==> src/rtl/axi_rd_pkg.sv <==
// Shared types and AXI encodings for the AXI4 read burst master.
package axi_rd_pkg;

    typedef enum logic [1:0] {
        IDLE = 2'd0,
        ADDR = 2'd1,
        DATA = 2'd2,
        DONE = 2'd3
    } rd_state_t;

    localparam logic [1:0] AXI_BURST_INCR = 2'b01;
    localparam logic [2:0] AXI_SIZE_4B    = 3'b010;
    localparam logic [1:0] AXI_RESP_OKAY  = 2'b00;

endpackage

==> src/rtl/axi_rd_burst_master.sv <==
// AXI4 read master: on a stage_start rising edge it fetches ROW_NUM rows of
// WORDS_PER_ROW words in fixed-length INCR bursts, one burst outstanding, and
// forwards every accepted R beat to the downstream serial-to-BRAM stage.
module axi_rd_burst_master
    import axi_rd_pkg::*;
#(
    parameter int ADDR_W        = 32,
    parameter int BURST_LEN     = 16,
    parameter int WORDS_PER_ROW = 384,
    parameter int ROW_NUM       = 64
) (
    input  logic              axi_ACLK,
    input  logic              axi_ARESETN,
    input  logic              stage_start,
    input  logic [ADDR_W-1:0] base_addr,
    output logic [ADDR_W-1:0] axi_ARADDR,
    output logic [7:0]        axi_ARLEN,
    output logic [2:0]        axi_ARSIZE,
    output logic [1:0]        axi_ARBURST,
    output logic              axi_ARVALID,
    input  logic              axi_ARREADY,
    input  logic [31:0]       axi_RDATA,
    input  logic [1:0]        axi_RRESP,
    input  logic              axi_RLAST,
    input  logic              axi_RVALID,
    output logic              axi_RREADY,
    output logic [31:0]       out_rdata,
    output logic              out_rlast,
    output logic              out_shake,
    output logic              stage_busy,
    output logic              stage_done,
    output logic              rd_error
);

    // Bursts per row and counter widths (at least one bit each so degenerate
    // parameter choices still elaborate).
    localparam int BURSTS_PER_ROW = WORDS_PER_ROW / BURST_LEN;
    localparam int BEAT_W  = (BURST_LEN > 1)      ? $clog2(BURST_LEN)      : 1;
    localparam int BURST_W = (BURSTS_PER_ROW > 1) ? $clog2(BURSTS_PER_ROW) : 1;
    localparam int ROW_W   = (ROW_NUM > 1)        ? $clog2(ROW_NUM)        : 1;

    localparam logic [BEAT_W-1:0]  LAST_BEAT   = BEAT_W'(BURST_LEN - 1);
    localparam logic [BURST_W-1:0] LAST_BURST  = BURST_W'(BURSTS_PER_ROW - 1);
    localparam logic [ROW_W-1:0]   LAST_ROW    = ROW_W'(ROW_NUM - 1);
    localparam logic [ADDR_W-1:0]  BURST_BYTES = ADDR_W'(BURST_LEN * 4);
    // Clears the low six address bits so every fetch starts 64-byte aligned.
    localparam logic [ADDR_W-1:0]  ALIGN_MASK  = ~ADDR_W'(63);

    // A row must split into a whole number of bursts, and ARLEN is 8 bits.
    generate
        if (WORDS_PER_ROW % BURST_LEN != 0) begin : g_bad_words_per_row
            $error("axi_rd_burst_master: WORDS_PER_ROW must be a multiple of BURST_LEN");
        end
        if (BURST_LEN < 1 || BURST_LEN > 256) begin : g_bad_burst_len
            $error("axi_rd_burst_master: BURST_LEN must be in 1..256");
        end
    endgenerate

    rd_state_t           state;
    logic                start_ff;
    logic                go;
    logic                beat_hs;
    logic [BEAT_W-1:0]   beat_cnt;
    logic [BURST_W-1:0]  burst_cnt;
    logic [ROW_W-1:0]    row_cnt;

    assign go      = stage_start & ~start_ff;
    assign beat_hs = axi_RVALID & axi_RREADY;

    assign axi_ARLEN   = 8'(BURST_LEN - 1);
    assign axi_ARSIZE  = AXI_SIZE_4B;
    assign axi_ARBURST = AXI_BURST_INCR;

    assign out_rdata = axi_RDATA;
    assign out_rlast = axi_RLAST;
    assign out_shake = beat_hs;

    // Remember last cycle's stage_start level so only a rising edge starts a fetch.
    always_ff @(posedge axi_ACLK or negedge axi_ARESETN) begin
        if (!axi_ARESETN) begin
            start_ff <= 1'b0;
        end else begin
            start_ff <= stage_start;
        end
    end

    // Fetch sequencer: issues one burst address, drains its beats, advances the
    // burst/row counters, and pulses stage_done after the final beat.
    always_ff @(posedge axi_ACLK or negedge axi_ARESETN) begin
        if (!axi_ARESETN) begin
            state       <= IDLE;
            axi_ARADDR  <= '0;
            axi_ARVALID <= 1'b0;
            axi_RREADY  <= 1'b0;
            stage_busy  <= 1'b0;
            stage_done  <= 1'b0;
            rd_error    <= 1'b0;
            beat_cnt    <= '0;
            burst_cnt   <= '0;
            row_cnt     <= '0;
        end else begin
            case (state)
                IDLE: begin
                    stage_done <= 1'b0;
                    if (go) begin
                        state       <= ADDR;
                        axi_ARADDR  <= base_addr & ALIGN_MASK;
                        axi_ARVALID <= 1'b1;
                        stage_busy  <= 1'b1;
                        rd_error    <= 1'b0;
                        beat_cnt    <= '0;
                        burst_cnt   <= '0;
                        row_cnt     <= '0;
                    end
                end

                ADDR: begin
                    if (axi_ARVALID && axi_ARREADY) begin
                        state       <= DATA;
                        axi_ARVALID <= 1'b0;
                        axi_RREADY  <= 1'b1;
                    end
                end

                DATA: begin
                    if (beat_hs) begin
                        if (axi_RRESP != AXI_RESP_OKAY) begin
                            rd_error <= 1'b1;
                        end
                        if (beat_cnt == LAST_BEAT) begin
                            if (!axi_RLAST) begin
                                rd_error <= 1'b1;
                            end
                            beat_cnt   <= '0;
                            axi_ARADDR <= axi_ARADDR + BURST_BYTES;
                            axi_RREADY <= 1'b0;
                            if (burst_cnt == LAST_BURST) begin
                                burst_cnt <= '0;
                                row_cnt   <= row_cnt + ROW_W'(1);
                            end else begin
                                burst_cnt <= burst_cnt + BURST_W'(1);
                            end
                            if (burst_cnt == LAST_BURST && row_cnt == LAST_ROW) begin
                                state      <= DONE;
                                stage_done <= 1'b1;
                            end else begin
                                state       <= ADDR;
                                axi_ARVALID <= 1'b1;
                            end
                        end else begin
                            if (axi_RLAST) begin
                                rd_error <= 1'b1;
                            end
                            beat_cnt <= beat_cnt + BEAT_W'(1);
                        end
                    end
                end

                DONE: begin
                    stage_done <= 1'b0;
                    stage_busy <= 1'b0;
                    state      <= IDLE;
                end

                default: begin
                    state <= IDLE;
                end
            endcase
        end
    end

endmodule

==> config.mk <==
export PLATFORM = sky130hd
export DESIGN_NAME = axi_rd_burst_master
export DESIGN_NICKNAME = d
export VERILOG_FILES = /design/src/rtl/axi_rd_pkg.sv /design/src/rtl/axi_rd_burst_master.sv
export SDC_FILE = /design/constraint.sdc
export NUM_CORES = 1
export LEC_CHECK = 0
export ABC_AREA = 1
export ABC_CLOCK_PERIOD_IN_PS = 1900
export BUFFER_PORTS_ARGS = -buffer_cell sky130_fd_sc_hd__clkbuf_2
export CORE_UTILIZATION = 44
export CTS_CLUSTER_DIAMETER = 100
export DETAILED_ROUTE_END_ITERATION = 6
export PLACE_DENSITY = 0.87
export SYNTH_ARGS = -nofsm -noshare
export SYNTH_HDL_FRONTEND = slang
export SYNTH_SLANG_ARGS = --single-unit
export TNS_END_PERCENT = 5
==> constraint.sdc <==
create_clock -name axi_ACLK -period 1.9 [get_ports axi_ACLK]
set_clock_uncertainty 0.2 [all_clocks]
set_input_delay 0.475 -clock axi_ACLK [delete_from_list [all_inputs] [get_ports axi_ACLK]]
set_output_delay 0.475 -clock axi_ACLK [all_outputs]
set_load 0.01 [all_outputs]
==> impl_metrics.json, run 1 <==
{
  "gpl.final_weighted_congestion": 0.880,
  "starting_density_pct": 46.1,
  "worst_hold_slack_ns": 0.102,
  "timing.max_cap.violations": 0,
  "maximum_number_of_pins_on_one_net_before_global_route_repair": 50,
  "synthDistinctLibCells": 30,
  "cp_data_arrival_time_ns": 1.88,
  "r2r-end": "axi_ARADDR[9]$_DFFE_PN0P_",
  "reg2reg_from": "state[1]$_DFFE_PN0P_",
  "worst_r2r_path_depth": 9,
  "num_io_pins": 156,
  "cts_tree": "built",
  "setup_repair_after_global_routing_missed_its_margin": "yes",
  "min_delay_worst_endpoint": "start_ff$_DFF_PN0_",
  "die_width_microns": 92.4,
  "postLayoutSetupSlackWorst_ns": 0.0460,
  "worst_skew_pair.late_latency_ns": 0.31,
  "ant_nets": 0,
  "dominantRegCellSynth": "dfrtp_1",
  "wl_met3_microns": 534,
  "final-hold-violation-count": 0,
  "syn_to_final_growth_pct": 12.9,
  "asyncSetResetFlopFracSynth_pct": 100,
  "route.vias.total": 3413,
  "outcome": "complete, no violations",
  "worst_path_largest_cell_delay_ns": 0.46,
  "preCtsSetupSlack_ns": -0.0172,
  "drt_drc_violations_left": 0,
  "cts.clk_slew.worst_paths_ns": 0.09,
  "data_required_time_of_the_worst_path_ns": 1.93,
  "ys_top_cells_by_area": "dfrtp_1 34%, nand2_1 16%, buf_4 11%",
  "final_max_slew_viol_count": 0,
  "cp_cell_sequence": "inv_2 -> ha_2 -> nand2_2 -> o21ai_2 -> nand2_2 -> nor2_4 -> buf_6 -> o21ai_0 -> a22oi_1",
  "die_area_sq_mm": 0.00854,
  "avg_wl_per_cell_microns": 11.9,
  "critical_path.max_fanout": 14,
  "grt_overflow": 0,
  "clkSinkCount": 49,
  "placement_rows": 32,
  "yosysMostFrequentCell": "nand2_1",
  "ir_drop_mv": 0.245,
  "grt_first_pass_wirelength_microns": 14000,
  "ys_seq_area_share_pct": 34.1,
  "startpoint_type": "flop",
  "critical_path_cell_count": 9,
  "synthCells": 531,
  "final_core_util_pct": 52.0,
  "crit_path_frequent_cell": "nand2_2",
  "route.top_layer_used": "met4",
  "design.final.nets": 668,
  "die_height_microns": 92.4,
  "vias_per_cell": 4.96,
  "gr-usage-all-layers_pct": 20.1,
  "first_global_vias": 3306,
  "min_period_over_period_pct": 97.6,
  "wl_met1_microns": 3490,
  "power_dens_cells_mw_per_mm2": 448,
  "finalWirelength_microns": 8200,
  "shortest_clock_period_the_worst_path_allows_after_layout_ns": 1.85,
  "worst-setup-path-type": "reg2reg",
  "yosys_warnings": 0,
  "antenna_found_initial": 0,
  "floorplan.core_area_sq_mm": 0.00781,
  "clockBufferDepth": 2,
  "setup_violations": 0,
  "netlist_top_cells_count": "154 x nand2_1, 77 x nor2_1, 55 x buf_4",
  "fillerInstances": 746,
  "family_of_cells_with_the_greatest_summed_delay_on_the_critical_path": "flip-flops",
  "area_fraction_of_the_dominant_cell_type_after_synthesis_pct": 34.1,
  "met2_wirelength_microns": 4090,
  "port_buffers": 66,
  "cts-root-buf": "clkbuf_8",
  "hold_path_cells": 1,
  "capturing_element_type_of_the_critical_path": "flop",
  "cts_htree_levels": 2,
  "starting_drt_drc_count": 242,
  "synth-seq-cells": 49,
  "setup.reg_to_reg.worst_slack_ns": 0.05,
  "place_hpwl_microns": 6300,
  "leakagePower_nw": 2.00,
  "cts_inserted_buffers": 5,
  "synth.cell_area_sq_mm": 0.00360,
  "critPathSlowestCell": "dfrtp_2",
  "synth.largest_area_cell": "dfrtp_1",
  "share_of_layout_cells_above_drive_strength_1_pct": 22.4,
  "synth_edf_count": 0,
  "worstHoldPathType": "in2reg",
  "ant_diodes": 0,
  "drt-pass1-iter-count": 4,
  "max_clock_freq_mhz": 539,
  "critical_path.n_buffers_inverters": 2,
  "per_instance_average_area_after_synthesis_sq_um": 6.77,
  "worstHoldStart": "stage_start"
}
==> registers in the layout (all words and copies together) (netlist names) <==
| signal | cells |
|---|---|
| start_ff | 1 |
| rd_error | 1 |
| state | 2 |
| burst_cnt | 5 |
| beat_cnt | 4 |
| row_cnt | 6 |
| axi_ARVALID | 1 |
| stage_done | 1 |
| axi_ARADDR | 26 |
| stage_busy | 1 |
| axi_RREADY | 1 |
==> metrics by stage <==
step	instances	area, sq um	total power [W]	setup TNS (ns)
floorplan	548	3660	0.00122	-0.00759
global placement	677	3870	0.00119	0
detailed placement	677	3870	0.00119	-0.0172
CTS	685	3970	0.00183	0
global route	688	4060	0.00188	-1.03
finish	688	4060	0.00182	0
==> report_power, final <==
part           leakage (nW)  total (W)  internal, W  switching (W)
combinational          1.34   0.000118    0.0000465      0.0000720
clock                0.0443   0.000643     0.000290       0.000353
sequential            0.615    0.00106      0.00105     0.00000762
total                  2.00    0.00182      0.00138       0.000433
==> final cells by class <==
cell class,count,area (sq um),share of cell area (%)
multi-input cells,388,1850,45.5
flip-flops and latches,49,1230,30.3
repair buffers,96,594,14.6
inverters,46,178,4.38
well taps,102,128,3.14
clock buffers,7,86.3,2.13
==> logic make-up after synthesis <==
kind of cell    after synthesis  share of synthesized area, %
flops                        49                          34.1
buf+inv                     111                          18.1
other cells                   2                         0.209
compound gates               61                          9.05
xor+xnor                      8                          1.95
fa+ha+maj                    10                          3.48
simple gates                290                          33.1
==> metal layers <==
layer,vias up,track usage [%]
met5,-,0
met4,0,4.82
met2,97,36.6
met1,1589,23.4
met3,16,5.17
li1,1711,-
==> layout by cell type, fill, tap and decap left out, drive strengths merged <==
| cell | synthesis | layout |
|---|---|---|
| nand2 | 156 | 156 |
| nor2 | 82 | 82 |
| clkbuf | 6 | 73 |
| dfrtp | 49 | 49 |
| inv | 46 | 46 |
| nand3 | 40 | 40 |
| o21ai | 39 | 39 |
| buf | 59 | 29 |
| conb | 2 | 19 |
| a21oi | 14 | 14 |
| ha | 10 | 10 |
| nor3 | 6 | 6 |
| xor2 | 6 | 6 |
| nand4 | 5 | 5 |
| o21a | 3 | 3 |
| a31oi | 3 | 3 |
| xnor2 | 2 | 2 |
| nand3b | 1 | 1 |
| o21bai | 1 | 1 |
| a22oi | 1 | 1 |
| dlygate4sd3 | 0 | 1 |
==> worst max path at each step <==
| stage | from | end | slack (ns) |
|---|---|---|---|
| detailed placement | state[0]$_DFFE_PN0P_ | axi_ARADDR[21]$_DFFE_PN0P_ | -0.02 |
| finish | state[1]$_DFFE_PN0P_ | axi_ARADDR[9]$_DFFE_PN0P_ | 0.05 |
| global placement | state[0]$_DFFE_PN0P_ | axi_ARADDR[21]$_DFFE_PN0P_ | 0.03 |
| global route | axi_ARADDR[7]$_DFFE_PN0P_ | axi_ARADDR[22]$_DFFE_PN0P_ | -0.11 |
| CTS | state[0]$_DFFE_PN0P_ | axi_ARADDR[21]$_DFFE_PN0P_ | 0.001 |
| floorplan | state[0]$_DFFE_PN0P_ | burst_cnt[3]$_DFFE_PN0P_ | -0.008 |
==> repair_timing <==
item,4_1_cts,5_1_grt
hold buffers,1,0
setup endpoints to repair,2,37
hold endpoints to repair,49,0
setup buffers,0,3
gates resized for setup,2,24
pin swaps,0,7
No activity file was read; power rests on OpenSTA's default activity.
==> inputs of run 2 (changes only) <==
--- a/config.mk
+++ b/config.mk
@@ -8,9 +8,11 @@
 export ABC_AREA = 1
 export ABC_CLOCK_PERIOD_IN_PS = 1900
 export BUFFER_PORTS_ARGS = -buffer_cell sky130_fd_sc_hd__clkbuf_2
+export CORE_MARGIN = 3
 export CORE_UTILIZATION = 44
 export CTS_CLUSTER_DIAMETER = 100
 export DETAILED_ROUTE_END_ITERATION = 6
+export GPL_ROUTABILITY_DRIVEN = 1
 export PLACE_DENSITY = 0.87
 export SYNTH_ARGS = -nofsm -noshare
 export SYNTH_HDL_FRONTEND = slang
==> run 2 against run 1 <==
Die area up 8.8%. Worst hold slack got worse by 0.015 ns. Sequential power about the same. Routed wire length increased by 11%. Global-route usage down 1.0 points. Final cell count up 0.58%. Worst setup slack worse by 0.046 ns. Utilization up 2.4 points. Largest cell class unchanged. Register-to-register slack got worse by 0.05 ns. Critical path depth rose by 3. Critical path type unchanged. Sequential cell count did not move. Clock power rose by 25%.
==> impl_metrics.json, run 2 (synthesized netlist as in run 1, its figures left out) <==
{
  "outcome": "complete, no violations",
  "share_of_layout_cells_above_drive_strength_1_pct": 25.1,
  "final_max_slew_viol_count": 0,
  "avg_wl_per_cell_microns": 13.2,
  "cts.clk_slew.worst_paths_ns": 0.10,
  "placement_rows": 32,
  "postLayoutSetupSlackWorst_ns": 0.000242,
  "registers_with_the_most_flip_flops": "axi_ARADDR: 26 flops, row_cnt: 6 flops, burst_cnt: 5 flops",
  "most_frequent_cells_in_the_layout": "146 x nand2_1, 70 x nor2_1, 66 x clkbuf_2, 46 x dfrtp_1, 40 x inv_1",
  "setup_violations": 0,
  "fin_total_pwr_w": 0.00198,
  "worst_skew_pair.late_latency_ns": 0.32,
  "fillerInstances": 736,
  "grt_overflow": 0,
  "worst_r2r_path_depth": 12,
  "largest_register_ffs": 26,
  "ant_nets": 0,
  "starting_density_pct": 45.8,
  "capturing_element_type_of_the_critical_path": "flop",
  "antenna_found_initial": 0,
  "leakagePower_nw": 2.06,
  "design.final.nets": 671,
  "shortest_clock_period_the_worst_path_allows_after_layout_ns": 1.90,
  "syn_to_final_growth_pct": 18.8,
  "die_width_microns": 96.4,
  "die_height_microns": 96.4,
  "final_cells": 692,
  "place_hpwl_microns": 6320,
  "ant_diodes": 0,
  "clockBufferDepth": 2,
  "preCtsSetupSlack_ns": 0.00976,
  "startpoint_type": "flop",
  "floorplan.core_area_sq_mm": 0.00785,
  "cts_htree_levels": 2,
  "cts_inserted_buffers": 5,
  "port_buffers": 66,
  "mostFrequentLayoutCell": "nand2_1",
  "cts_tree": "built",
  "gpl.final_weighted_congestion": 0.851,
  "min_period_over_period_pct": 100,
  "worst-setup-path-type": "reg2reg",
  "cp_data_arrival_time_ns": 1.96,
  "ir_drop_mv": 0.279,
  "clkSinkCount": 49,
  "vias_per_cell": 5.06,
  "maximum_number_of_pins_on_one_net_before_global_route_repair": 50,
  "gr-usage-all-layers_pct": 19.1,
  "worstHoldPathType": "in2reg",
  "hold_path_cells": 1,
  "setup_repair_after_global_routing_missed_its_margin": "yes",
  "grt_first_pass_wirelength_microns": 14200,
  "number_of_placed_instances_with_taps_included": 676,
  "finalWirelength_microns": 9150,
  "drt-pass1-iter-count": 4,
  "max_clock_freq_mhz": 526,
  "critical_path.max_fanout": 7,
  "cts-root-buf": "clkbuf_8",
  "die_area_sq_mm": 0.00929,
  "route.vias.total": 3501,
  "final-hold-violation-count": 0,
  "num_io_pins": 156,
  "power_dens_cells_mw_per_mm2": 464,
  "largest-register": "axi_ARADDR",
  "timing.max_cap.violations": 0,
  "data_required_time_of_the_worst_path_ns": 1.96,
  "starting_drt_drc_count": 203,
  "first_global_vias": 3207,
  "drt_drc_violations_left": 0
}
## run 2: cell types whose count changed in the layout (fill, tap and decap cells not counted), moves of 4 or more
cell,change
buf_4,-6
buf_6,+6
nand2_1,-4
o21ai_0,-4
## run 2: layer usage
layer	track usage, %	vias up	part of all wire, %
li1	-	1717	-
met1	22.9	1639	40
met2	34.3	121	51
met3	3.64	24	6.7
met4	6.31	0	2.2
met5	0	-	0
## run 2: timing repair
action,4_1_cts,5_1_grt
hold endpoints to repair,49,0
buffers inserted,0,5
resized for setup,1,54
hold buffers,1,0
pin swaps,0,12
setup endpoints to repair,1,36
cloned,0,2
## run 2: final timing paths
path,to,from,slack [ns]
min in group asynchronous,axi_ARADDR[30]$_DFFE_PN0P_,axi_ARESETN,0.49
worst min-delay path,start_ff$_DFF_PN0_,stage_start,0.09
worst min register to register,axi_ARVALID$_DFFE_PN0P_,axi_ARVALID$_DFFE_PN0P_,0.31
worst max-delay path,axi_ARADDR[21]$_DFFE_PN0P_,state[0]$_DFFE_PN0P_,0.0002
max in group asynchronous,state[1]$_DFFE_PN0P_,axi_ARESETN,0.75
worst max register to register,axi_ARADDR[21]$_DFFE_PN0P_,state[0]$_DFFE_PN0P_,0.0002
## run 2: cell type report
class                           instances  area [sq um]  share of cell area, %
Timing Repair Buffer                   99           692                   16.2
Clock buffer                            7          86.3                   2.02
Sequential cell                        49          1230                   28.8
Multi-Input combinational cell        388          1930                   45.1
Tap cell                              102           128                   2.99
Inverter                               46           180                   4.22
Clock inverter                          1          30.0                  0.703
## run 2: power by group
group	internal, W	switching, W	total [W]
clock	0.000430	0.000374	0.000804
combinational	0.0000479	0.0000754	0.000123
sequential	0.00105	0.00000696	0.00106
## run 2: stage by stage
stage | setup TNS [ns] | util [%] | hold slack [ns] | area [sq um]
3_3_place_gp | 0 | 49.5 | 0.283 | 3880
6_report | 0 | 54.4 | 0.0875 | 4270
2_1_floorplan | -0.00759 | - | -0.0206 | 3660
3_5_place_dp | 0 | 49.5 | 0.289 | 3880
4_1_cts | 0 | 51.1 | 0.0876 | 4010
5_1_grt | -1.18 | 54.4 | 0.0738 | 4270
## run 2: worst max-delay path, stage by stage (launching register included)
cell and delay (ns):
dfrtp_1 0.40, inv_2 0.13, ha_4 0.18, inv_4 0.04
o21ai_2 0.12, nand2_2 0.11, nor2_4 0.15, buf_6 0.13
clkbuf_16 0.15, nand2_1 0.05, nand2_1 0.08, o21ai_2 0.05
inv_1 0.05
